**config.mk**
```make
export PLATFORM = sky130hd
export DESIGN_NAME = fifo_word_packer
export DESIGN_NICKNAME = d
export VERILOG_FILES = /design/src/rtl/fifo_pack_pkg.sv /design/src/rtl/fifo_idle_timer.sv /design/src/rtl/fifo_word_packer.sv
export SDC_FILE = /design/constraint.sdc
export NUM_CORES = 1
export LEC_CHECK = 0
export BUFFER_PORTS_ARGS = -buffer_cell sky130_fd_sc_hd__buf_2
export CAP_MARGIN = 10
export CORE_MARGIN = 2
export CORE_UTILIZATION = 45
export DETAILED_ROUTE_END_ITERATION = 16
export PLACE_DENSITY = 0.79
export SLEW_MARGIN = 25
export SYNTH_ARGS = -nofsm -noshare
export SYNTH_HDL_FRONTEND = slang
export SYNTH_HIERARCHICAL = 1
export SYNTH_SLANG_ARGS = --single-unit
```
**constraint.sdc**
```tcl
create_clock -name rd_clk -period 2.3 [get_ports rd_clk]
set_input_delay 0.115 -clock rd_clk [delete_from_list [all_inputs] [get_ports rd_clk]]
set_output_delay 0.115 -clock rd_clk [all_outputs]
set_load 0.01 [all_outputs]
```
**src/rtl/fifo_pack_pkg.sv**
```systemverilog
// Shared types and width helpers for the FIFO read-side word packer.
package fifo_pack_pkg;

   typedef enum logic {
      FILL = 1'b0,
      OUT  = 1'b1
   } pack_state_t;

   function automatic int unsigned count_width(input int unsigned bytes_per_word);
      return $clog2(bytes_per_word) + 1;
   endfunction

   function automatic int unsigned word_width(input int unsigned data_width,
                                              input int unsigned bytes_per_word);
      return data_width * bytes_per_word;
   endfunction

   localparam int unsigned DEF_DATA_WIDTH     = 8;
   localparam int unsigned DEF_BYTES_PER_WORD = 4;
   localparam int unsigned DEF_COUNT_WIDTH    = count_width(DEF_BYTES_PER_WORD);
   localparam int unsigned DEF_WORD_WIDTH     = word_width(DEF_DATA_WIDTH, DEF_BYTES_PER_WORD);

endpackage

```
**src/rtl/fifo_idle_timer.sv**
```systemverilog
// Saturating idle counter with terminal-count flag; LIMIT of 0 disables it.
module fifo_idle_timer #(
   parameter int unsigned LIMIT = 16
) (
   input  logic clk,
   input  logic rst,
   input  logic clr,
   input  logic en,
   output logic done
);

   generate
      if (LIMIT == 0) begin : g_off
         logic unused_inputs;
         assign unused_inputs = ^{clk, rst, clr, en};
         assign done = 1'b0;
      end else begin : g_on
         localparam int unsigned W = $clog2(LIMIT + 1);
         localparam logic [W-1:0] TERM = W'(LIMIT);

         logic [W-1:0] cnt;

         always_ff @(posedge clk) begin
            if (rst || clr) begin
               cnt <= '0;
            end else if (en && (cnt != TERM)) begin
               cnt <= cnt + 1'b1;
            end
         end

         assign done = (cnt == TERM);
      end
   endgenerate

endmodule

```
**src/rtl/fifo_word_packer.sv**
```systemverilog
// Pops bytes from a FIFO read port and packs them little-endian into words
// presented on a valid/ready output, with flush and idle-timeout emission.
module fifo_word_packer
   import fifo_pack_pkg::*;
#(
   parameter int unsigned DATA_WIDTH     = 8,
   parameter int unsigned BYTES_PER_WORD = 4,
   parameter int unsigned FLUSH_TIMEOUT  = 16
) (
   input  logic                                   rd_clk,
   input  logic                                   rst,
   input  logic                                   fifo_empty,
   output logic                                   fifo_rd_en,
   input  logic [DATA_WIDTH-1:0]                  fifo_data,
   input  logic                                   flush,
   output logic [DATA_WIDTH*BYTES_PER_WORD-1:0]   word_out,
   output logic [$clog2(BYTES_PER_WORD):0]        word_bytes,
   output logic                                   word_valid,
   input  logic                                   word_ready
);

   localparam int unsigned CW = count_width(BYTES_PER_WORD);
   localparam int unsigned WW = word_width(DATA_WIDTH, BYTES_PER_WORD);
   localparam logic [CW-1:0] FULL = CW'(BYTES_PER_WORD);

   pack_state_t     state_q, state_d;
   logic [CW-1:0]   count;
   logic [CW-1:0]   cnt_nxt;
   logic [WW-1:0]   lanes;
   logic            pending;
   logic            flush_hold;
   logic            flush_req;
   logic            idle_done;
   logic            timeout_go;
   logic            go_out;
   logic            handshake;

   assign cnt_nxt    = count + CW'(pending);
   assign flush_req  = flush || flush_hold;
   assign timeout_go = idle_done && (count != '0) && !pending;
   assign handshake  = (state_q == OUT) && word_ready;

   // Pops stop once a flush is held or the timeout fires, so no byte can
   // land after the decision to emit has been made.
   always_comb begin
      fifo_rd_en = 1'b0;
      word_valid = 1'b0;
      if (state_q == FILL) begin
         fifo_rd_en = !rst && !fifo_empty && ((count + CW'(pending)) < FULL)
                      && !flush_hold && !timeout_go;
      end else begin
         word_valid = 1'b1;
      end
   end

   always_comb begin
      go_out  = 1'b0;
      state_d = state_q;
      case (state_q)
         FILL: begin
            go_out = (cnt_nxt == FULL)
                     || (flush_req && !fifo_rd_en && (cnt_nxt != '0))
                     || timeout_go;
            if (go_out) state_d = OUT;
         end
         OUT: begin
            if (word_ready) state_d = FILL;
         end
         default: state_d = FILL;
      endcase
   end

   always_ff @(posedge rd_clk) begin
      if (rst) begin
         state_q <= FILL;
      end else begin
         state_q <= state_d;
      end
   end

   always_ff @(posedge rd_clk) begin
      if (rst) begin
         pending    <= 1'b0;
         flush_hold <= 1'b0;
         count      <= '0;
         lanes      <= '0;
      end else begin
         pending    <= fifo_rd_en;
         // A flush that coincides with a pop in flight waits for that byte.
         flush_hold <= (state_q == FILL) && !go_out && flush_req && fifo_rd_en;
         if (pending) begin
            count <= cnt_nxt;
            for (int unsigned i = 0; i < BYTES_PER_WORD; i++) begin
               if (count == CW'(i)) lanes[i*DATA_WIDTH +: DATA_WIDTH] <= fifo_data;
            end
         end
         if (handshake) begin
            count <= '0;
            lanes <= '0;
         end
      end
   end

   fifo_idle_timer #(
      .LIMIT(FLUSH_TIMEOUT)
   ) u_idle_timer (
      .clk (rd_clk),
      .rst (rst),
      .clr (pending || go_out),
      .en  ((state_q == FILL) && (count != '0) && !pending),
      .done(idle_done)
   );

   assign word_out   = lanes;
   assign word_bytes = count;

endmodule

```
-- After elaboration in Yosys (flattened, before gate mapping)
Index checks and enable logic that the tools add are counted.
- add/subtract/negate cells: 2
- magnitude comparators: 1
- equal/unequal tests: 6
- multiplexer cells: 6
- bitwise gates (word level): 1
- reductions and logical operators: 35
- operator list (operator ; count):
    logical AND 1 bit ; 15
    AND reduction 2 bit ; 4
    zero test 1 bit ; 7
    equality test 3 x 2 -> 1 bit (second input constant) ; 2
    nonzero test 3 bit ; 2
    adder 5 x 1 -> 5 bit (second input constant) ; 1
    equality test 5 bit (second input constant) ; 1
    logical OR 1 bit ; 5
    two-way mux 1 bit ; 5
    != test 5 bit (second input constant) ; 1
    adder 3 x 1 -> 3 bit ; 1
    equality test 3 x 1 -> 1 bit (second input constant) ; 1
    equality test 3 bit (second input constant) ; 1
    zero test 3 bit ; 1
    < comparator 3 bit (second input constant) ; 1
    case mux 1 bit (2 select lines) ; 1
    OR reduction 2 bit ; 1
    NOT 1 bit ; 1
- register bits after elaboration: 43
- output and inout port bits: 37
- logic and storage cells: 60

-- Logic depth before layout (Yosys ltp)
Gate-level depths: netlist of the first run.
- depth after elaboration: 16
- mapped depth: 9

-- Cells and area by module
The synthesis of the first run kept the hierarchy.
- modules (own cells, without submodules) (module ; times used ; cells an instance ; area an instance (um^2) ; sequential area each (um^2)):
    fifo_word_packer ; 1 ; 162 ; 1505.2 ; 760.7
    fifo_idle_timer ; 1 ; 29 ; 281.5 ; 100.1

-- Least setup slack after synthesis of the first run
Ideal clock, no wire load.
- path type: reg-to-reg
- from: reg count[0] (netlist: word_bytes[0])
- to: reg u_idle_timer.g_on.cnt[0]
- library setup time: 0.119 ns
- arrival time: 1.578 ns
- setup slack: 0.603 ns
- stages on the path, launching flop included: 8
- buffers on the path: 0
- cell sequence: dfxtp_1 ha_1 ha_1 xor2_1 a32oi_1 o211ai_1 nor2_1 a21boi_2
- longest elaborated chain between the ends: 14
- elaborated cells on any way between the ends: 23
- classes of those cells: 1 x add/sub; 1 x order compare; 1 x eq/ne; 2 x mux; 18 x reduce/logical
- ends and longest elaborated chain (item ; RTL line ; text):
    start, declared ; fifo_word_packer.sv:27 ; logic [CW-1:0] count;
    start signal, assigned ; fifo_word_packer.sv:92 ; count <= cnt_nxt;
    adder 3 x 1 -> 3 bit or nonzero test 3 bit (tied branches) ; - ;
    < comparator 3 bit or logical AND 1 bit (tied branches) ; fifo_word_packer.sv:49, fifo_word_packer.sv:40 ;
    logical AND 1 bit, on equally long branches ; fifo_word_packer.sv:49, fifo_word_packer.sv:40 ;
    logical AND 1 bit or zero test 1 bit (tied branches) ; fifo_word_packer.sv:50 ; && !flush_hold && !timeout_go;
    logical AND 1 bit ; fifo_word_packer.sv:50 ;
    two-way mux 1 bit ; fifo_word_packer.sv:48 ; if (state_q == FILL) begin
    zero test 1 bit ; fifo_word_packer.sv:62 ; || (flush_req && !fifo_rd_en && (cnt_nxt != '0))
    logical AND 1 bit (2 in series) ; fifo_word_packer.sv:62 ;
    logical OR 1 bit ; fifo_word_packer.sv:62 ;
    logical OR 1 bit ; fifo_word_packer.sv:63 ; || timeout_go;
    two-way mux 1 bit ; fifo_word_packer.sv:59 ; case (state_q)
    logical OR 1 bit ; fifo_word_packer.sv:109 ; .clr (pending || go_out),
    logical OR 1 bit ; fifo_idle_timer.sv:24 ; if (rst || clr) begin
    end signal, assigned ; fifo_idle_timer.sv:27 ; cnt <= cnt + 1'b1;
    end, declared ; fifo_idle_timer.sv:21 ; logic [W-1:0] cnt;
Parallel ways exist; a longest one is shown, timed or not.
A chain may end at the register's enable or synchronous reset.

-- Final worst setup path of the first run
Ends and elaborated chain as after synthesis.

==> summary.txt, run 1 <==
Outcome: completed
Post-Layout Inst Area: 0.00214 sq mm
Cells on worst reg2reg path: 7
Post-DRT Antenna Nets: 0
Post-Route WL: 3.57 mm
FF/Latch Area: 861 sq um
Final routed DRC violation total: 0
Setup crit start kind: flop
RD Place Congestion: 0.777
Worst-path cell chain: ha_1, ha_1, xor2_1, a32oi_1, o211ai_1, nor2_1, a21boi_2
Hold-fix buffers at CTS: 0
Cts repair resizes: 0
Synth Instances: 191
Yosys warning count: 6
Register bit total from synthesis: 43
Vias/cell: 4.86
WS Path Type: flop to flop
Tot Pwr: 1.35 mW
Main combinational cell family by area after synthesis: simple AND/OR/NAND/NOR gates
Leak Pwr: 0.900 nW
Final TNS setup: 0 ps
Synth Area in Compound Gates: 11.1%
Finished Layout Cells: 286
Hold Vio Cnt, Final: 0
Clk slew on worst S/H paths: 80 ps
Synth area leader: dfxtp_1
Max Clk Rate: 515 MHz
Synth-to-Final Area Change: 19.7%
Crit. End Element: flop
Full die area: 0.00449 sq mm
Distinct cells, synth: 36
Met2 Usage GRT: 24.5%
Commonest cells post-synth: dfxtp_1, nand2_1, nor2_1
Met1 usage: 23.1%
Most used DFF post-synth: dfxtp_1
CTS max path bufs: 2
Routed wire per std cell: 12.5 um
Antenna fix cells: 0
Reg2reg setup slack: 360 ps
First-pass DRT Iterations: 4
Num CTS Buffers: 5
Post-DP HPWL: 2.55 mm
Multiplexer share of the synthesized area: 10.1%
First-pass GRT wire length: 5.65 mm
Die Span X: 67.0 um
Synth Area in XOR/XNOR: 2.45%
Simple-gate portion of the synthesized area: 20.9%
Ports: 50
Row count: 22
Finish-stage setup viols: 0
Synth Cell Area: 0.00179 sq mm
Placed Area: 0.00205 sq mm
Post-CTS setup buffers: 0
Net Count, Synth: 208
CTS Root Cell: clkbuf_8
Die H: 67.0 um
PwrDens: 632 mW/mm^2
# fillers: 347
Slew @ Worst Pin: 657 ps
Clock Latency Late Sink: 290 ps
Crit path top cell by count: ha_1
Global routing's busiest layer: met2
PortBufs: 49
Period utilization: 84.4%
Core Box Area: 0.00374 sq mm
Total track usage: 16.8%
Layout cells sized above 1: 29.8%
Leading cell types by total area after synthesis: dfxtp_1, mux2i_1, nand2_1, nor2_1, a21oi_1
Worst Skew: 2.49 ps
Syn avg cell area: 9.35 sq um
Slew HR: 56.1%
Vias in the first global route: 1228
RSZ-0062 raised after global routing: false
Largest fanout on the critical path: 10
Clock sinks: 43
Most frequent cell after synthesis: dfxtp_1
Overflow after GRT: 0
CTS H-tree lvls: 2
Layout net count: 254
Adder-Cell Fraction of Synth Area: 2.80%
CTS tree: built
EDFF count, synth: 0
DRT iter0 DRCs: 51
Slew Limit Fails: 0
WP data arrival: 2130 ps
M3 GR Usage: 5.91%
Largest net degree at the start of global routing: 37
Slowest cell on crit path: dfxtp_1
Tmin final: 1940 ps
Worst EP required: 2490 ps
DR vias: 1389
Sequential-to-total area share from yosys stat: 48.2%
Peak VDD IR: 571 uV
Placed insts: 278
Delay of the slowest cell on the worst path: 490 ps
Hold path cells: 2
Starting density of the core: 47.7%
Asr flop ratio synth: 0%
Multi-input logic area: 846 sq um
Initial antenna violation count: 0
Number of max-cap violations: 0
Min-delay worst type: input port to flop
Yosys top cell area share: 48.2%
-- final cells by class --
cell class                 instances  area share, %
clock inverter                     3          0.936
sequential                        43           40.3
timing repair buffer              51           12.2
clock buffer                       5           3.22
tap                               48           2.81
inverter                           6           1.05
multi-input combinational        130           39.6
-- where the power goes --
group          switching, mW  internal (mW)  total (mW)
sequential           0.00934          0.758       0.767
combinational         0.0702         0.0447       0.115
clock                  0.257          0.211       0.469
total                  0.337           1.01        1.35
-- path summary, 6_finish.rpt --
kind | start | endpoint
max | word_bytes[0]$_SDFFE_PP0P_ | u_idle_timer/g_on.cnt[0]$_SDFFE_PP0P_
min | rst | u_idle_timer/g_on.cnt[4]$_SDFFE_PP0P_
max reg2reg | word_bytes[0]$_SDFFE_PP0P_ | u_idle_timer/g_on.cnt[0]$_SDFFE_PP0P_
min reg2reg | word_out[28]$_SDFFE_PP0P_ | word_out[28]$_SDFFE_PP0P_
-- per-stage QoR --
step / hold WS, ps / util, % / setup slack [ps]
6_report: 26.1 / 57.1 / 359
5_1_grt: 23.6 / 57.1 / 128
4_1_cts: 21.5 / 57.1 / 367
3_5_place_dp: 333 / 54.7 / 376
3_3_place_gp: 332 / 54.7 / 447
2_1_floorplan: 186 / - / 603
-- sequential cells by signal, indices dropped and copies added, names as in the netlist --
name and count:
pending 1, flush_hold 1, u_idle_timer/g_on.cnt 5, word_out 32, state_q 1, word_bytes 3
-- cells by family (layout without fill, tap and decap cells) --
family,count (synthesis),in the layout
flip-flops,43,43
XOR/XNOR,5,5
multiplexers,18,18
AND/OR/NAND/NOR,73,73
adder cells (fa/ha/maj),4,4
AO/OA/AOI/OAI,30,30
buffers and inverters,18,65
-- worst max-delay path: cells and delay by family, from the launching register on --
| kind | cells | cell delay [ps] |
|---|---|---|
| compound gates | 3 | 540 |
| flops | 1 | 490 |
| fa+ha+maj | 2 | 370 |
| xor+xnor | 1 | 330 |
| simple gates | 1 | 120 |
-- layer usage --
layer	wire length, um	vias to the layer above
met5	0	-
met3	193	2
met1	1770	616
met4	29	0
li1	-	738
met2	1570	33
-- layout by cell type, fill, tap and decap left out, types with 2 or more instances in the layout --
| cell type | Yosys | layout |
|---|---|---|
| nand4_1 | 2 | 2 |
| o211ai_1 | 2 | 2 |
| a21boi_2 | 2 | 2 |
| nand3_1 | 2 | 2 |
| a21oi_1 | 16 | 16 |
| and4bb_2 | 2 | 2 |
| inv_1 | 5 | 5 |
| buf_2 | 4 | 49 |
| nor2_1 | 23 | 23 |
| nand2_1 | 35 | 35 |
| clkbuf_8 | 0 | 5 |
| buf_4 | 0 | 2 |
| clkinvlp_4 | 0 | 2 |
| dfxtp_1 | 43 | 43 |
| xor2_1 | 5 | 5 |
| mux2i_1 | 18 | 18 |
| ha_1 | 4 | 4 |
No activity file was read; power rests on OpenSTA's default activity.
==> inputs of run 2 (changes only) <==
PLACE_DENSITY = 0.82   (was 0.79)
clock period = 1.75 ns   (was 2.3 ns; I/O delays follow)
==> summary.txt, run 2 (synthesis results as in run 1) <==
Starting density of the core: 47.7%
Most frequent cells in the layout: buf_2, dfxtp_1, nand2_1
Slew Limit Fails: 0
Initial antenna violation count: 0
Family with the most delay on the worst path: simple AND/OR/NAND/NOR gates
RD Place Congestion: 0.746
Setup crit start kind: flop
Peak VDD IR: 517 uV
Slew @ Worst Pin: 362 ps
Post-DRT Antenna Nets: 0
Crit. End Element: output pin
Final routed DRC violation total: 0
Outcome: completed
Core Box Area: 0.00374 sq mm
DRT iter0 DRCs: 54
Routed wire per std cell: 12.5 um
Die H: 67.0 um
Row count: 22
Worst-path cell chain: or4_4, a311oi_4, buf_2
Min-delay worst type: input port to flop
Antenna fix cells: 0
Hold Vio Cnt, Final: 0
Number of max-cap violations: 0
Layout cells sized above 1: 36.0%
Ports: 50
WP data arrival: 1620 ps
Clock Latency Late Sink: 300 ps
CTS H-tree lvls: 2
Period utilization: 97.6%
WS Path Type: flop to output pin
DR vias: 1477
Crit path from: flush_hold$_SDFF_PP0_
Largest net degree at the start of global routing: 37
Synth-to-Final Area Change: 27.1%
Worst EP required: 1660 ps
Commonest non-fill, non-tap cell in the layout: buf_2
Layout net count: 263
Tmin final: 1710 ps
Largest fanout on the critical path: 4
First-pass DRT Iterations: 4
Post-Route WL: 3.70 mm
RSZ-0062 raised after global routing: true
CTS tree: built
Delay of the slowest cell on the worst path: 520 ps
Max reg flops: 32
First-pass GRT wire length: 6.07 mm
Slowest cell on crit path: or4_4
Worst path bufs/invs: 1
Total track usage: 17.9%
Vias in the first global route: 1360
Post-layout util: 60.7%
Full die area: 0.00449 sq mm
Slew HR: 75.7%
Worst Skew: 6.94 ps
PwrDens: 789 mW/mm^2
Clk slew on worst S/H paths: 70 ps
RR Startpoint: word_bytes[0]$_SDFFE_PP0P_
PortBufs: 49
Leak Pwr: 0.949 nW
Clock sinks: 43
Vias/cell: 5.01
CTS max path bufs: 2
Worst hold start: flush
CTS Root Cell: clkbuf_8
Overflow after GRT: 0
Die Span X: 67.0 um
Post-DP HPWL: 2.70 mm
Finish-stage setup viols: 0
Num CTS Buffers: 5
Tot Pwr: 1.79 mW
Max Clk Rate: 586 MHz
==> run 2: cell types whose count changed in the layout (fill, tap and decap cells not counted), moves of 2 or more <==
cell,delta
ha_1,-2
dfxtp_2,+5
dfxtp_1,-5
buf_4,+8
==> run 2: path summary, 6_finish.rpt <==
path                                                              end  slack, ps  cells after the start
worst max register to register  u_idle_timer/g_on.cnt[3]$_SDFFE_PP0P_        130                      7
worst min-delay path                            flush_hold$_SDFF_PP0_          8                      2
worst min register to register               word_out[5]$_SDFFE_PP0P_        450                      2
worst max-delay path                                       fifo_rd_en         40                      3
==> run 2: layout make-up <==
class                      instances  area, sq um
fill                             344         1470
multi-input combinational        130          902
sequential                        43          867
timing repair buffer              60          330
clock buffer                       5         68.8
tap                               48         60.1
inverter                           6         22.5
clock inverter                     3         20.0
==> run 2: timing repair <==
action	4_1_cts	5_1_grt
hold buffers	1	0
resized for setup	4	9
cloned	0	0
pin swaps	2	7
endpoints found under the hold margin	1	0
setup endpoints to repair	1	5
setup buffers	2	0
==> run 2: power breakdown <==
part	total, mW	switching [mW]	leakage (nW)	internal (mW)
registers	1.01	0.0110	0.350	0.997
logic	0.169	0.0983	0.559	0.0709
clock network	0.615	0.338	0.0402	0.277
==> run 2: worst register-to-register path, stage by stage, from the launching register on <==
cell and delay, ps:
dfxtp_2 330, buf_4 150, or3_4 370, a32oi_2 230, o211ai_1 130, nor2_1 180
nand2_1 90, nor2_1 90
==> run 2: per-stage QoR <==
stage          setup WS, ps  setup TNS, ps  hold slack (ps)  area, sq um  instances
2_1_floorplan          52.7              0              158         1790        191
3_3_place_gp           99.5              0              305         2100        285
3_5_place_dp           42.4              0              307         2100        285
4_1_cts                28.8              0             2.55         2220        295
5_1_grt               -10.0          -16.4             13.0         2270        295
6_report               42.8              0             7.85         2270        295
==> run 2: routing by layer <==
metal	share of wire (%)	up-vias	global-route usage (%)	wire length [um]
met5	0	-	0	0
met4	1.5	0	7.65	57
met1	46	683	23.0	1710
li1	-	758	-	-
met2	47	29	27.8	1730
met3	5.2	7	5.24	194
